File: config.mk
export PLATFORM = sky130hd
export DESIGN_NAME = wb_regfile
export DESIGN_NICKNAME = d
export VERILOG_FILES = /design/src/rtl/wb_regfile.sv
export SDC_FILE = /design/constraint.sdc
export NUM_CORES = 2
export LEC_CHECK = 0
export ABC_CLOCK_PERIOD_IN_PS = 3220
export CORE_UTILIZATION = 61
export DETAILED_ROUTE_END_ITERATION = 8
export PLACE_DENSITY = 0.8
export SYNTH_ARGS = -nofsm -noshare
export SYNTH_HDL_FRONTEND = slang
export SYNTH_SLANG_ARGS = --single-unit
File: constraint.sdc
create_clock -name clk -period 3.22 [get_ports clk]
set_clock_uncertainty 0.05 [all_clocks]
set_input_delay 0.322 -clock clk [delete_from_list [all_inputs] [get_ports clk]]
set_output_delay 0.322 -clock clk [all_outputs]
set_load 0.005 [all_outputs]
File: src/rtl/wb_regfile.sv
// wb_regfile: MIPS writeback stage and 32-entry architectural register file.
// Picks the writeback value from the MEM/WB fields and commits it at the clock
// edge. Two combinational ID read ports see the array, plus an optional
// same-cycle write-through so ID never needs a separate WB->ID forward.
module wb_regfile #(
    parameter int DATA_W = 32,
    parameter int ADDR_W = 5,
    parameter bit BYPASS = 1'b1
) (
    input  logic              clk,
    input  logic              reset,              // synchronous, active-low
    input  logic              RegWrite_in,
    input  logic [1:0]        MemToReg_in,
    input  logic [DATA_W-1:0] ReadDataMem_in,
    input  logic [DATA_W-1:0] ALUResult_in,
    input  logic [ADDR_W-1:0] RegDestination_in,
    input  logic [DATA_W-1:0] PCPlus8_in,
    input  logic [ADDR_W-1:0] ReadReg1_in,
    input  logic [ADDR_W-1:0] ReadReg2_in,
    output logic [DATA_W-1:0] ReadData1_out,
    output logic [DATA_W-1:0] ReadData2_out,
    output logic [DATA_W-1:0] WriteData_out,
    output logic              WriteValid_out,
    output logic [31:0]       WriteCount_out
);

    localparam int NUM_REGS = 2 ** ADDR_W;

    logic [DATA_W-1:0] regs [NUM_REGS];
    logic [31:0]       write_count;

    // Writeback select; code 11 is reserved and falls back to the ALU result.
    always_comb begin
        WriteData_out = ALUResult_in;
        case (MemToReg_in)
            2'b01:   WriteData_out = ReadDataMem_in;
            2'b10:   WriteData_out = PCPlus8_in;
            default: WriteData_out = ALUResult_in;
        endcase
    end

    // $0 is hardwired, so a write aimed at it is not a commit at all.
    assign WriteValid_out = reset & RegWrite_in & (RegDestination_in != '0);
    assign WriteCount_out = write_count;

    // Read port 1: reset and $0 force zero, then bypass, then the array.
    always_comb begin
        ReadData1_out = regs[ReadReg1_in];
        if (!reset || ReadReg1_in == '0)
            ReadData1_out = '0;
        else if (BYPASS && WriteValid_out && ReadReg1_in == RegDestination_in)
            ReadData1_out = WriteData_out;
    end

    // Read port 2: same priority as port 1.
    always_comb begin
        ReadData2_out = regs[ReadReg2_in];
        if (!reset || ReadReg2_in == '0)
            ReadData2_out = '0;
        else if (BYPASS && WriteValid_out && ReadReg2_in == RegDestination_in)
            ReadData2_out = WriteData_out;
    end

    // Commit and commit counter; reset clears everything and drops any write
    // presented in the same cycle (WriteValid_out is already 0 then).
    always_ff @(posedge clk) begin
        if (!reset) begin
            for (int i = 0; i < NUM_REGS; i++)
                regs[i] <= '0;
            write_count <= '0;
        end else begin
            if (WriteValid_out)
                regs[RegDestination_in] <= WriteData_out;
            write_count <= write_count + {31'd0, WriteValid_out};
        end
    end

endmodule

==> flow_metrics.env <==
export IMPL_synthDistinctLibCells=54
export IMPL_p_leak_nw=22.85
export IMPL_status="complete, but fails checks"
export IMPL_p_int_mw=25.41
export IMPL_endpoint_kind="primary output"
export IMPL_violations="setup timing"
export IMPL_dieArea_sq_mm=0.08984
export IMPL_die_h_um=299.7
export IMPL_cts_tree="built"
export IMPL_antenna_found_initial=6
export IMPL_power_switching_mw=8.746
export IMPL_viasPerCell=7.450
export IMPL_hold_path_class="input port to flip-flop"
export IMPL_clkTransAtPathRegs_ns=0.07
export IMPL_reg2reg_slack_ns=0.68
export IMPL_drive_gt1_share_pct=30.59
export IMPL_grt_pass1_wl_um=270200
export IMPL_seqPwrFrac_pct=47.5
export IMPL_p_sw_share_pct=25.61
export IMPL_critical_path_max_fanout=2
export IMPL_track_usage_pct=42.63
export IMPL_worst_endpoint_required_ns=2.85
export IMPL_path_class="flip-flop to primary output"
export IMPL_firstDrtPassIters=8
export IMPL_worst_r2r_endpoint="WriteCount_out[23]$_SDFF_PN0_"
export IMPL_grt_max_degree=58
export IMPL_r2r_cells=5
export IMPL_holdWs_ns=0.06532
export IMPL_cap_violations=0
export IMPL_ys_warn_count=0
export IMPL_coreArea_sq_mm=0.08729
export IMPL_fillerInstances=5024
export IMPL_vias=40400
export IMPL_cts_root_buf="clkbuf_16"
export IMPL_cp_endpoint="ReadData1_out[4]"
export IMPL_synth_top_cells_by_area="edfxtp_1 57%, mux4_2 23%, nor2_1 7.3%"
export IMPL_start_util_pct=61.95
export IMPL_area_growth_pct=20.28
export IMPL_drt_wl_total_um=190500
export IMPL_clockBufferDepth=3
export IMPL_overflow=0
export IMPL_dieWidth_um=299.7
export IMPL_multi_input_area_sq_mm=0.02131
export IMPL_comb_power_share_pct=15.6
export IMPL_finalHoldViolCount=0
export IMPL_worstPathArrival_ns=2.87
export IMPL_pin_count=245
export IMPL_cts_hold_buf=0
export IMPL_htree_num_levels=3
export IMPL_drtIter0Drc=7365
export IMPL_period_minus_slack_ns=3.245
export IMPL_relSlewSlack_pct=35.85
export IMPL_clkPwrFrac_pct=36.9
export IMPL_dp_hpwl_um=118100
export IMPL_power_density_mw_per_mm2=525.1
export IMPL_ant_nets=0
export IMPL_synth_edf_count=1024
export IMPL_yosys_most_used_dff="edfxtp_1"
export IMPL_cts_sinks=1056
export IMPL_synth_top_area_share_pct=56.86
export IMPL_synthArstFlopShare_pct=0
export IMPL_final_nets=4303
export IMPL_ys_seq_area_share_pct=58.05
export IMPL_synth_area_sq_mm=0.05408
export IMPL_fin_ws_ns=-0.02456
export IMPL_rsz0062_at_grt="yes"
export IMPL_gp_congestion=0.9802
export IMPL_ff_latch_area_sq_mm=0.03139
export IMPL_start_kind="flip-flop"
export IMPL_drc=0
export IMPL_ys_ff_latch=1056
export IMPL_cts_buffers=109
export IMPL_r2r_start="WriteCount_out[7]$_SDFF_PN0_"
export IMPL_slew_violations=0
export IMPL_max_freq_ghz=0.3082
export IMPL_fin_setup_tns_ns=-0.04945
export IMPL_worst_pin_slew_ns=0.9622
export IMPL_setup_violations_final=3
export IMPL_ir_worst_vdd_uv=420.0
export IMPL_synth_top_area_cell="edfxtp_1"
export IMPL_timing_final_crit_share_pct=100.8
export IMPL_synth_area_per_cell_sq_um=14.46
export IMPL_grt_pass1_vias=40280
export IMPL_crit_start="regs[15][4]$_SDFFCE_PN0P_"
export IMPL_rows=108
export IMPL_synthCells=3740
export IMPL_holdPathStages=3
export IMPL_wl_per_cell_um=35.12
export IMPL_port_buffer_count=244
export IMPL_clock_latency_ns=0.69
-- what timing repair did --
action                                  in CTS  in global routing
resized for setup                          100                 26
buffers inserted                            23                  8
pin swaps                                   25                 11
endpoints found under the setup margin      64                 18
-- how the worst min path moves through the flow --
stage                                  startpoint                       endpoint  slack, ns
finish                                      reset  WriteCount_out[27]$_SDFF_PN0_       0.07
global route                                reset  WriteCount_out[27]$_SDFF_PN0_       0.08
CTS                                         reset  WriteCount_out[27]$_SDFF_PN0_       0.05
detailed placement  WriteCount_out[26]$_SDFF_PN0_  WriteCount_out[26]$_SDFF_PN0_       0.44
global placement    WriteCount_out[31]$_SDFF_PN0_  WriteCount_out[31]$_SDFF_PN0_       0.43
floorplan           WriteCount_out[31]$_SDFF_PN0_  WriteCount_out[31]$_SDFF_PN0_       0.42
-- registers in the layout, indices dropped and copies added (netlist names) --
signal and flops:
WriteCount_out 32, regs 1024
-- per-stage QoR --
step                std cells  instance area [sq um]  setup WS [ns]  utilization (%)  total power, mW
floorplan                3771                  54190         0.3584                -            19.04
global placement         5196                  61180        -0.2348            70.08            21.34
detailed placement       5196                  61180        -0.2815            70.08            21.51
CTS                      5413                  64900     0.00008527            74.35            33.83
global route             5421                  65040       -0.05485            74.50            34.66
finish                   5423                  65040       -0.02456            74.51            34.16
-- power by group through the flow --
stage	Sequential, mW	Clock [mW]	Combinational, mW
after floorplan	16.3	0	2.76
final	16.2	12.6	5.34
after detailed placement	16.4	0	5.07
after global routing	16.3	13.0	5.43
after global placement	16.3	0	5.01
after CTS	16.2	12.5	5.13
-- critical path, stage by stage (launching register included) --
cell	delay, ns
edfxtp_1	0.42
mux4_2	0.52
mux4_2	0.54
a22oi_1	0.16
buf_4	0.19
o21ai_1	0.08
dlygate4sd2_1	0.27
-- logic make-up after synthesis --
kind of cell | after synthesis | share of synthesized area [%]
buf+inv | 445 | 3.496
mux | 590 | 23.96
xor+xnor | 30 | 0.4859
simple gates | 1264 | 9.181
compound gates | 350 | 4.727
fa+ha+maj | 4 | 0.09256
flops | 1056 | 58.05
other cells | 1 | 0.006935
-- per-layer routing --
| metal | track usage [%] | share of wire [%] | vias to the layer above |
|---|---|---|---|
| met1 | 52.70 | 30 | 19630 |
| met5 | 0 | 0.096 | - |
| li1 | - | - | 15280 |
| met3 | 17.16 | 18 | 1033 |
| met2 | 64.23 | 45 | 4451 |
| met4 | 24.42 | 7.1 | 14 |
-- Yosys cell counts (12+ instances only) --
master	number
buf_2	56
mux2i_1	12
buf_1	32
o21a_1	33
clkbuf_1	283
a221o_1	24
nand2_1	129
buf_4	12
edfxtp_1	1024
nor2_1	1055
inv_1	47
a22oi_1	154
nand4_1	12
mux2_2	16
nand3_1	13
xor2_1	18
mux4_2	562
a21oi_1	56
dfxtp_1	32
a221oi_1	12
xnor2_1	12
buf_6	14
a211o_1	26
-- area by class of cell --
type                       count  share of cell area [%]
tap                         1155                   2.222
antenna                        2                0.007695
clock inverter                69                  0.9734
multi-input combinational   2270                   32.76
timing repair buffer         698                   11.15
sequential                  1056                   48.26
inverter                      48                  0.2809
clock buffer                 125                   4.351
-- cell usage in the layout (no fill, tap or decap), drive strengths merged, types with 5 or more instances in the layout --
master	instances
conb	32
o221ai	7
a211o	26
a22oi	154
edfxtp	1024
dlymetal6s2s	8
and2	7
o22ai	8
nor2	1055
mux4	562
dfxtp	32
clkinv	50
a221o	24
mux2i	12
nand2b	6
dlygate4sd2	50
xnor2	12
xor2	18
clkbuf	128
buf	463
a221oi	12
clkdlybuf4s50	170
nand2	129
nor3b	5
bufinv	12
a21oi	56
o21a	33
nor4	6
nand3	13
inv	49
nand4	12
o21ai	20
nor2b	5
and3	7
clkinvlp	6
mux2	16
(Power assumes the default switching activity.)
